`config.mk`:
```
export PLATFORM = sky130hd
export DESIGN_NAME = mc_ctrl
export DESIGN_NICKNAME = d
export VERILOG_FILES = /design/src/rtl/mc_defs_pkg.sv /design/src/rtl/alu_fun_dec.sv /design/src/rtl/mc_ctrl.sv
export SDC_FILE = /design/constraint.sdc
export NUM_CORES = 1
export LEC_CHECK = 0
export ABC_AREA = 1
export CAP_MARGIN = 30
export CELL_PAD_IN_SITES_DETAIL_PLACEMENT = 1
export CELL_PAD_IN_SITES_GLOBAL_PLACEMENT = 1
export CORE_MARGIN = 2
export CORE_UTILIZATION = 25
export CTS_CLUSTER_DIAMETER = 150
export DETAILED_ROUTE_END_ITERATION = 10
export GPL_TIMING_DRIVEN = 0
export PLACE_DENSITY_LB_ADDON = 0.08
export SETUP_SLACK_MARGIN = 0.5
export SYNTH_ARGS = -nofsm -noshare
export SYNTH_HDL_FRONTEND = slang
export SYNTH_SLANG_ARGS = --single-unit
```
`constraint.sdc`:
```
create_clock -name clk -period 1.4 [get_ports clk]
set_input_delay 0.14 -clock clk [delete_from_list [all_inputs] [get_ports clk]]
set_output_delay 0.14 -clock clk [all_outputs]
set_load 0.02 [all_outputs]
```
`src/rtl/mc_defs_pkg.sv`:
```
// ============================================================================
// mc_defs : shared encodings for the multicycle MIPS control FSM
// Rev 1.0 : initial release
// ============================================================================
`default_nettype none

package mc_defs;

  typedef enum logic [3:0] {
    ST_IF   = 4'd0,
    ST_ID   = 4'd1,
    ST_MADR = 4'd2,
    ST_MRD  = 4'd3,
    ST_LWB  = 4'd4,
    ST_MWR  = 4'd5,
    ST_REXE = 4'd6,
    ST_RWB  = 4'd7,
    ST_BR   = 4'd8,
    ST_J    = 4'd9,
    ST_IEXE = 4'd10,
    ST_IWB  = 4'd11,
    ST_LUI  = 4'd12,
    ST_JAL  = 4'd13,
    ST_JR   = 4'd14
  } state_t;

  localparam logic [5:0] c_OP_R    = 6'b000000;
  localparam logic [5:0] c_OP_LW   = 6'b100011;
  localparam logic [5:0] c_OP_SW   = 6'b101011;
  localparam logic [5:0] c_OP_BEQ  = 6'b000100;
  localparam logic [5:0] c_OP_BNE  = 6'b000101;
  localparam logic [5:0] c_OP_J    = 6'b000010;
  localparam logic [5:0] c_OP_JAL  = 6'b000011;
  localparam logic [5:0] c_OP_ADDI = 6'b001000;
  localparam logic [5:0] c_OP_ANDI = 6'b001100;
  localparam logic [5:0] c_OP_ORI  = 6'b001101;
  localparam logic [5:0] c_OP_SLTI = 6'b001010;
  localparam logic [5:0] c_OP_LUI  = 6'b001111;

  localparam logic [5:0] c_F_ADD = 6'b100000;
  localparam logic [5:0] c_F_SUB = 6'b100010;
  localparam logic [5:0] c_F_AND = 6'b100100;
  localparam logic [5:0] c_F_OR  = 6'b100101;
  localparam logic [5:0] c_F_SLT = 6'b101010;
  localparam logic [5:0] c_F_NOR = 6'b100111;
  localparam logic [5:0] c_F_SRL = 6'b000010;
  localparam logic [5:0] c_F_XOR = 6'b100110;
  localparam logic [5:0] c_F_JR  = 6'b001000;

  localparam logic [2:0] c_ALU_AND = 3'b000;
  localparam logic [2:0] c_ALU_OR  = 3'b001;
  localparam logic [2:0] c_ALU_ADD = 3'b010;
  localparam logic [2:0] c_ALU_XOR = 3'b011;
  localparam logic [2:0] c_ALU_NOR = 3'b100;
  localparam logic [2:0] c_ALU_SRL = 3'b101;
  localparam logic [2:0] c_ALU_SUB = 3'b110;
  localparam logic [2:0] c_ALU_SLT = 3'b111;

  localparam logic [1:0] c_RDST_RT = 2'b00;
  localparam logic [1:0] c_RDST_RD = 2'b01;
  localparam logic [1:0] c_RDST_RA = 2'b10;

  localparam logic [1:0] c_M2R_ALU = 2'b00;
  localparam logic [1:0] c_M2R_MDR = 2'b01;
  localparam logic [1:0] c_M2R_LUI = 2'b10;
  localparam logic [1:0] c_M2R_PC  = 2'b11;

  localparam logic [1:0] c_PCS_ALU    = 2'b00;
  localparam logic [1:0] c_PCS_ALUOUT = 2'b01;
  localparam logic [1:0] c_PCS_JUMP   = 2'b10;
  localparam logic [1:0] c_PCS_RS     = 2'b11;

  localparam logic [1:0] c_SRCB_RT  = 2'b00;
  localparam logic [1:0] c_SRCB_4   = 2'b01;
  localparam logic [1:0] c_SRCB_IMM = 2'b10;
  localparam logic [1:0] c_SRCB_BR  = 2'b11;

endpackage

`default_nettype wire

```
`src/rtl/alu_fun_dec.sv`:
```
// ============================================================================
// alu_fun_dec : R-type funct field to ALU_Control decoder with valid flag
// Rev 1.0 : initial release
// ============================================================================
`default_nettype none

module alu_fun_dec
  import mc_defs::*;
(
  input  logic [5:0] i_fun,
  output logic [2:0] o_alu_ctrl,
  output logic       o_valid
);

  always_comb begin
    o_alu_ctrl = c_ALU_AND;
    o_valid    = 1'b1;
    case (i_fun)
      c_F_ADD: o_alu_ctrl = c_ALU_ADD;
      c_F_SUB: o_alu_ctrl = c_ALU_SUB;
      c_F_AND: o_alu_ctrl = c_ALU_AND;
      c_F_OR:  o_alu_ctrl = c_ALU_OR;
      c_F_SLT: o_alu_ctrl = c_ALU_SLT;
      c_F_NOR: o_alu_ctrl = c_ALU_NOR;
      c_F_SRL: o_alu_ctrl = c_ALU_SRL;
      c_F_XOR: o_alu_ctrl = c_ALU_XOR;
      default: o_valid = 1'b0;
    endcase
  end

endmodule

`default_nettype wire

```
`src/rtl/mc_ctrl.sv`:
```
// ============================================================================
// mc_ctrl : Moore control FSM sequencing the multicycle MIPS datapath
// Rev 1.0 : initial release
// ============================================================================
`default_nettype none

module mc_ctrl
  import mc_defs::*;
#(
  parameter int ST_W = 4
) (
  input  logic            clk,
  input  logic            rst,
  input  logic [5:0]      OPcode,
  input  logic [5:0]      Fun,
  input  logic            zero,
  input  logic            MIO_ready,
  output logic            MemRead,
  output logic            MemWrite,
  output logic            IorD,
  output logic            IRWrite,
  output logic            PCWrite,
  output logic [1:0]      PCSource,
  output logic            ALUSrcA,
  output logic [1:0]      ALUSrcB,
  output logic            ImmZext,
  output logic [2:0]      ALU_Control,
  output logic [1:0]      RegDst,
  output logic [1:0]      MemtoReg,
  output logic            RegWrite,
  output logic [ST_W-1:0] state_out
);

  state_t     r_state;
  state_t     w_next;
  logic       w_mem_read, w_mem_write, w_iord, w_irwrite, w_pcwrite;
  logic       w_alusrca, w_immzext, w_regwrite;
  logic [1:0] w_pcsource, w_alusrcb, w_regdst, w_memtoreg;
  logic [2:0] w_alu;
  logic [2:0] w_fun_alu;
  logic       w_fun_valid;
  logic [2:0] w_imm_alu;
  logic       w_imm_zext;

  alu_fun_dec u_fun_dec (
    .i_fun      (Fun),
    .o_alu_ctrl (w_fun_alu),
    .o_valid    (w_fun_valid)
  );

  // ALU/extension setting for I-type arithmetic, shared by IEXE and IWB
  always_comb begin
    w_imm_alu  = c_ALU_ADD;
    w_imm_zext = 1'b0;
    case (OPcode)
      c_OP_ANDI: begin w_imm_alu = c_ALU_AND; w_imm_zext = 1'b1; end
      c_OP_ORI:  begin w_imm_alu = c_ALU_OR;  w_imm_zext = 1'b1; end
      c_OP_SLTI: w_imm_alu = c_ALU_SLT;
      default:   ;
    endcase
  end

  always_ff @(posedge clk) begin
    if (rst) r_state <= ST_IF;
    else     r_state <= w_next;
  end

  always_comb begin
    w_next      = ST_IF;
    w_mem_read  = 1'b0;
    w_mem_write = 1'b0;
    w_iord      = 1'b0;
    w_irwrite   = 1'b0;
    w_pcwrite   = 1'b0;
    w_pcsource  = c_PCS_ALU;
    w_alusrca   = 1'b0;
    w_alusrcb   = c_SRCB_RT;
    w_immzext   = 1'b0;
    w_alu       = c_ALU_AND;
    w_regdst    = c_RDST_RT;
    w_memtoreg  = c_M2R_ALU;
    w_regwrite  = 1'b0;
    case (r_state)
      ST_IF: begin
        w_mem_read = 1'b1;
        w_alusrcb  = c_SRCB_4;
        w_alu      = c_ALU_ADD;
        w_irwrite  = MIO_ready;
        w_pcwrite  = MIO_ready;
        w_next     = MIO_ready ? ST_ID : ST_IF;
      end
      ST_ID: begin
        w_alusrcb = c_SRCB_BR;
        w_alu     = c_ALU_ADD;
        case (OPcode)
          c_OP_LW, c_OP_SW:                          w_next = ST_MADR;
          c_OP_R:                                    w_next = ST_REXE;
          c_OP_BEQ, c_OP_BNE:                        w_next = ST_BR;
          c_OP_J:                                    w_next = ST_J;
          c_OP_JAL:                                  w_next = ST_JAL;
          c_OP_ADDI, c_OP_ANDI, c_OP_ORI, c_OP_SLTI: w_next = ST_IEXE;
          c_OP_LUI:                                  w_next = ST_LUI;
          default:                                   w_next = ST_IF;
        endcase
      end
      ST_MADR: begin
        w_alusrca = 1'b1;
        w_alusrcb = c_SRCB_IMM;
        w_alu     = c_ALU_ADD;
        w_next    = (OPcode == c_OP_LW) ? ST_MRD : ST_MWR;
      end
      ST_MRD: begin
        w_mem_read = 1'b1;
        w_iord     = 1'b1;
        w_next     = MIO_ready ? ST_LWB : ST_MRD;
      end
      ST_LWB: begin
        w_regdst   = c_RDST_RT;
        w_memtoreg = c_M2R_MDR;
        w_regwrite = 1'b1;
      end
      ST_MWR: begin
        w_mem_write = 1'b1;
        w_iord      = 1'b1;
        w_next      = MIO_ready ? ST_IF : ST_MWR;
      end
      ST_REXE: begin
        w_alusrca = 1'b1;
        w_alusrcb = c_SRCB_RT;
        w_alu     = w_fun_alu;
        if (Fun == c_F_JR)    w_next = ST_JR;
        else if (w_fun_valid) w_next = ST_RWB;
        else                  w_next = ST_IF;
      end
      ST_RWB: begin
        w_regdst   = c_RDST_RD;
        w_memtoreg = c_M2R_ALU;
        w_regwrite = 1'b1;
        w_alu      = w_fun_alu;
      end
      ST_BR: begin
        w_alusrca  = 1'b1;
        w_alusrcb  = c_SRCB_RT;
        w_alu      = c_ALU_SUB;
        w_pcsource = c_PCS_ALUOUT;
        w_pcwrite  = (OPcode == c_OP_BEQ) ? zero : ~zero;
      end
      ST_J: begin
        w_pcsource = c_PCS_JUMP;
        w_pcwrite  = 1'b1;
      end
      ST_IEXE, ST_IWB: begin
        w_alusrca = 1'b1;
        w_alusrcb = c_SRCB_IMM;
        w_alu     = w_imm_alu;
        w_immzext = w_imm_zext;
        if (r_state == ST_IEXE) begin
          w_next = ST_IWB;
        end else begin
          w_regdst   = c_RDST_RT;
          w_memtoreg = c_M2R_ALU;
          w_regwrite = 1'b1;
        end
      end
      ST_LUI: begin
        w_regdst   = c_RDST_RT;
        w_memtoreg = c_M2R_LUI;
        w_regwrite = 1'b1;
      end
      // PC already holds PC+4 here, so r31 receives the return address
      ST_JAL: begin
        w_regdst   = c_RDST_RA;
        w_memtoreg = c_M2R_PC;
        w_regwrite = 1'b1;
        w_pcsource = c_PCS_JUMP;
        w_pcwrite  = 1'b1;
      end
      ST_JR: begin
        w_pcsource = c_PCS_RS;
        w_pcwrite  = 1'b1;
      end
      default: w_next = ST_IF;
    endcase
  end

  // Reset masks every control so an aborted instruction issues no writes
  assign MemRead     = w_mem_read  & ~rst;
  assign MemWrite    = w_mem_write & ~rst;
  assign IorD        = w_iord      & ~rst;
  assign IRWrite     = w_irwrite   & ~rst;
  assign PCWrite     = w_pcwrite   & ~rst;
  assign PCSource    = rst ? 2'b00 : w_pcsource;
  assign ALUSrcA     = w_alusrca   & ~rst;
  assign ALUSrcB     = rst ? 2'b00 : w_alusrcb;
  assign ImmZext     = w_immzext   & ~rst;
  assign ALU_Control = rst ? 3'b000 : w_alu;
  assign RegDst      = rst ? 2'b00 : w_regdst;
  assign MemtoReg    = rst ? 2'b00 : w_memtoreg;
  assign RegWrite    = w_regwrite  & ~rst;
  assign state_out   = ST_W'(r_state);

endmodule

`default_nettype wire

```
==> results_dict.tcl, run 1 <==
set metrics [dict create \
    num_vias 1330 \
    avgSynthCellArea_sq_um 4.83 \
    worst_ir_drop_vdd_mv 0.126 \
    nNetsFinal 245 \
    port_buffers 38 \
    r2r_slack_ns -0.01 \
    cap_violations 0 \
    max_freq_ghz 0.589 \
    clockRootBuffer "clkbuf_4" \
    async_flop_share_pct 0 \
    clock_skew_ns 0.00603 \
    yosysUniqueCellTypes 22 \
    grt_pass1_wl_microns 6230 \
    placedCellCount 255 \
    grtUsageTotal_pct 22.3 \
    holdPathStages 4 \
    crit_path_end_kind "output pin" \
    cts_buffers 3 \
    drive_above_1_share_pct 52.0 \
    crit_top_cell "nand2_2" \
    synth_edf_count 0 \
    hold-worst-slack_ns 0.458 \
    die_x_microns 61.8 \
    cp.required_ns 1.26 \
    row_count 20 \
    critPathKind "flop to output pin" \
    synth_nets 189 \
    die_y_microns 61.8 \
    cpPeakStageDelay_ns 0.38 \
    finalHoldViolCount 0 \
    layout_setup_ws_ns -0.299 \
    drtIter0Drc 27 \
    path_cells "nand2_2 > inv_1 > nand2_2 > a21oi_4 > a31o_2 > clkdlybuf4s15_2" \
    powerDensity_nw_per_um2 337 \
    largest_register_ffs 4 \
    diodes 0 \
    rsz0062_at_grt "true" \
    cpMaxStageDelayCell "dfxtp_4" \
    crit_family "flip-flops" \
    fin_util_pct 53.4 \
    r2r-start "state_out[1]" \
    start_kind "flop" \
    die_area_sq_um 3820 \
    worst_pin_slew_ns 0.280 \
    grt_max_degree 11 \
    slew_headroom_pct 81.2 \
    arrival_ns 1.56 \
    areaGrowthSynthToFinish_pct 99.7 \
    cp.buffers_inverters 2 \
    final.min_clock_period_ns 1.70 \
    hold_buffers 0 \
    pin_count 39 \
    yosys_warnings 0 \
    seq_area_frac_synth_pct 9.58 \
    coreArea_sq_um 3130 \
    reg2reg_depth 10 \
    clk_latency_ns 0.26 \
    cts.reportedPaths.clkPinSlew_ns 0.04 \
    via_per_inst 4.91 \
    synth_area_sq_um 836 \
    cts_tree "yes" \
    status "finished with violations" \
    ys_ff_latch 4 \
    drt-total-wl_microns 3880 \
    syn_inst 173 \
    placed_area_sq_um 1420 \
    min_from "rst" \
    cts_htree_levels 1 \
    first_pass_iters 3 \
    grt_pass1_vias 1338 \
    final_cells 271 \
    clock-sinks 4 \
    drtAntennaViolNets 0 \
    drv_slew 0 \
    regToRegEndpoint "state_out[2]" \
    design_area_sq_um 1670 \
    overflow 0 \
    start_util_pct 26.7 \
    drc_errors 0 \
    gp_congestion 0.803 \
    antenna_found_initial 0 \
    tns_ns -2.31 \
    fin_crit_sh_pct 121 \
    detailed_place_hpwl_microns 2850 \
    setup_viol_count_final 16 \
    synth_ff_type "dfxtp_1" \
    p_leak_uw 0.000760 \
    cts_buffer_depth 2 \
    violations "setup timing" \
    hold_class "primary input to flop" \
    path_max_fanout 6 \
    post_drt_wl_per_cell_microns 14.3 \
    worstHoldEndpoint "state_out[2]" \
]
-- how the worst max path moves through the flow --
stage / startpoint / end / cells after the start / slack [ns]
6_report: state_out[2] / RegWrite / 6 / -0.30
5_1_grt: state_out[3] / ALU_Control[0] / 9 / -0.34
4_1_cts: state_out[2] / RegWrite / 6 / -0.22
3_5_place_dp: OPcode[5] / PCWrite / 9 / -0.85
3_3_place_gp: Fun[1] / ALU_Control[2] / 8 / -0.79
2_1_floorplan: state_out[3] / ALU_Control[0] / 8 / 0.11
-- layout make-up --
class,count,area [sq um]
inverters,30,125
plain buffers,2,18.8
well taps,44,55.1
clock buffers,3,22.5
flip-flops and latches,4,95.1
fillers,431,1460
repair buffers,51,442
multi-input cells,137,911
-- cell usage after synthesis, drive strengths merged, types with 2 or more instances --
master	number	area (sq um)
nor2	44	185
nand2	38	148
inv	30	113
a21oi	14	70.1
nand3	14	75.1
nor3	9	45.0
nand4	6	37.5
o21ai	5	25.0
dfxtp	4	80.1
a31oi	2	12.5
nand3b	2	15.0
-- metrics by stage --
step | setup WS (ns) | total power [uW]
after global routing | -0.345 | 597
after floorplan | 0.107 | 247
after detailed placement | -0.855 | 360
final | -0.299 | 562
after global placement | -0.788 | 354
after CTS | -0.223 | 534
-- worst register-to-register path, cell delays in order, from the launching register on --
cell and delay (ns):
dfxtp_4 0.36, buf_6 0.12, nand2_2 0.14, nor2_4 0.07
buf_4 0.13, nand2_1 0.05, nand2_1 0.05, a21oi_1 0.12
nand3_1 0.12, nand2_1 0.10, inv_1 0.04
-- routing by layer --
layer,track usage [%],up-vias,routed length (microns)
met4,9.42,0,72
met3,1.66,7,107
met5,0,-,0
met2,43.8,28,2160
li1,-,666,-
met1,24.2,629,1530
-- repair_timing --
| action | in CTS | in global routing |
|---|---|---|
| pin swaps | 16 | 6 |
| endpoints found under the hold margin | 0 | 0 |
| gates cloned | 0 | 0 |
| buffers inserted | 9 | 4 |
| resized for setup | 176 | 15 |
| endpoints found under the setup margin | 27 | 27 |
-- cell usage in the layout (no fill, tap or decap), types with 2 or more instances in the layout --
cell type	count
inv_4	3
buf_2	4
a21oi_2	7
nor2_2	13
buf_6	12
nor3_1	5
nand3_2	5
nor2_1	17
o21ai_1	2
nand2_4	3
o21ai_0	2
nand2_2	8
clkdlybuf4s50_1	2
nor3_2	3
a21oi_4	2
inv_1	18
clkdlybuf4s15_2	2
inv_2	8
nor2_4	14
nand2_1	27
a21oi_1	5
buf_4	20
nand4_1	6
dlygate4sd2_1	12
nand3b_1	2
dfxtp_4	4
nand3_1	9
clkbuf_4	4
-- cell families (layout without fill, tap and decap cells) --
group / Yosys count / count (layout) / synth area share, %
and+or+nand+nor: 114 / 114 / 61.2
DFF: 4 / 4 / 9.58
AOI/OAI and AO/OA: 23 / 23 / 14.8
buffers and inverters: 32 / 86 / 14.4
-- report_power, final --
group	internal, uW	switching [uW]
logic	110	167
registers	112	8.02
clock network	97.2	67.7
total	319	243
Note: power is estimated with default switching activity, not from simulation.
==> run 2: changes to the inputs <==
- CELL_PAD_IN_SITES_DETAIL_PLACEMENT: 1 -> default
- CELL_PAD_IN_SITES_GLOBAL_PLACEMENT: 1 -> default
- CORE_UTILIZATION: 25 -> 40
- REMOVE_ABC_BUFFERS: default -> 1
==> run 2 against run 1 <==
Against the previous run:
- the run still ends with setup timing left
- global-route usage grew 8.7 points
- combinational power grew 5%
- total power grew 4.6%
- fmax grew 0.64%
- cell count shrank 3.7%
==> results_dict.tcl, run 2 (synthesis gave the netlist of run 1 again) <==
set metrics [dict create \
    arrival_ns 1.55 \
    via_per_inst 5.74 \
    setup_viol_count_final 16 \
    placedCellCount 236 \
    worst_ir_drop_vdd_mv 0.468 \
    row_count 16 \
    cts_tree "yes" \
    clock-sinks 4 \
    cp.buffers_inverters 3 \
    cts.reportedPaths.clkPinSlew_ns 0.05 \
    design_area_sq_um 1660 \
    post_drt_wl_per_cell_microns 15.5 \
    detailed_place_hpwl_microns 2050 \
    final.min_clock_period_ns 1.69 \
    rsz0062_at_grt "true" \
    pre_cts_ws_ns -0.776 \
    fin_crit_sh_pct 121 \
    r2r-start "state_out[1]" \
    cts_htree_levels 1 \
    antenna_found_initial 0 \
    die_y_microns 49.7 \
    nNetsFinal 252 \
    drc_errors 0 \
    cpPeakStageDelay_ns 0.41 \
    largest_register_ffs 4 \
    min_from "rst" \
    final_cells 261 \
    most-common-layout-cells "31 x buf_4, 28 x nand2_1, 24 x nor2_1" \
    drive_above_1_share_pct 49.6 \
    grt_pass1_vias 1344 \
    max_freq_ghz 0.592 \
    drtAntennaViolNets 0 \
    diodes 0 \
    hold_class "primary input to flop" \
    powerDensity_nw_per_um2 354 \
    drtIter0Drc 129 \
    first_pass_iters 5 \
    path_max_fanout 5 \
    crit_path_end_kind "output pin" \
    crit_family "flip-flops" \
    drt-total-wl_microns 4060 \
    start_util_pct 42.6 \
    cp.required_ns 1.26 \
    layout_setup_ws_ns -0.288 \
    path_cells "inv_6 > nor2_4 > inv_2 > nor2_4 > nand3b_1 > a21oi_2 > buf_4" \
    cap_violations 0 \
    p_leak_uw 0.000811 \
    die_x_microns 49.7 \
    worst_pin_slew_ns 0.499 \
    cts_buffers 3 \
    slew_headroom_pct 66.7 \
    clk_latency_ns 0.26 \
    grt_pass1_wl_microns 5980 \
    clockRootBuffer "clkbuf_4" \
    status "finished with violations" \
    placed_area_sq_um 1240 \
    finalHoldViolCount 0 \
    port_buffers 38 \
    violations "setup timing" \
    num_vias 1497 \
    gp_congestion 0.870 \
    critPathKind "flop to output pin" \
    pin_count 39 \
    crit_start "state_out[3]" \
    clock_skew_ns 0.00129 \
    grtUsageTotal_pct 31.1 \
    crit_top_cell "nor2_4" \
    grt_max_degree 23 \
    die_area_sq_um 2470 \
    start_kind "flop" \
    overflow 0 \
    cts_buffer_depth 2 \
    hold_buffers 0 \
    cpMaxStageDelayCell "dfxtp_4" \
    final_common_cell "buf_4" \
    drv_slew 0 \
    areaGrowthSynthToFinish_pct 99.0 \
    coreArea_sq_um 1960 \
]
==> run 2: where the power goes <==
part | switching [uW] | internal (uW) | total (uW) | leakage (uW)
Combinational | 168 | 124 | 292 | 0.000762
Clock | 75.6 | 97.8 | 173 | 0.0000138
Sequential | 10.0 | 112 | 122 | 0.0000355
Total | 254 | 334 | 588 | 0.000811
==> run 2: metrics by stage <==
stage	utilization (%)	hold slack, ns	power [uW]	setup TNS, ns
3_3_place_gp	63.3	0.686	332	-11.98
3_5_place_dp	63.3	0.695	335	-12.31
2_1_floorplan	-	0.209	227	-1.22
4_1_cts	81.4	0.447	534	-1.29
6_report	84.8	0.492	588	-2.59
5_1_grt	84.8	0.534	611	-3.57
==> run 2: final cells by class <==
class / count / area, sq um
Sequential cell: 4 / 95.1
Multi-Input combinational cell: 137 / 858
Timing Repair Buffer: 60 / 523
Fill cell: 119 / 299
Tap cell: 27 / 33.8
Inverter: 30 / 130
Clock buffer: 3 / 22.5
==> run 2: final timing paths <==
| kind | cells after the start | slack [ns] | to |
|---|---|---|---|
| hold reg to reg | 3 | 0.74 | state_out[3] |
| hold / removal | 2 | 0.49 | state_out[3] |
| setup reg to reg | 10 | 0 | state_out[1] |
| setup / recovery | 7 | -0.29 | PCWrite |
==> run 2: metal layers <==
metal,global-route usage [%],up-vias,routed length (microns)
met2,58.9,120,2010
met1,35.0,682,1530
li1,-,680,-
met5,0,-,0
met3,5.15,15,430
met4,8.80,0,88
==> run 2: timing repair <==
item / 4_1_cts / 5_1_grt
buffers inserted: 20 / 2
resized for setup: 226 / 13
setup endpoints to repair: 27 / 27
endpoints found under the hold margin: 0 / 0
pin swaps: 21 / 12
==> run 2: worst register-to-register path: cells and delay by family, from the launching register on <==
kind	cells	cell delay, ns
AOI/OAI and AO/OA	2	0.24
buffers and inverters	3	0.28
DFF	1	0.37
and+or+nand+nor	5	0.42
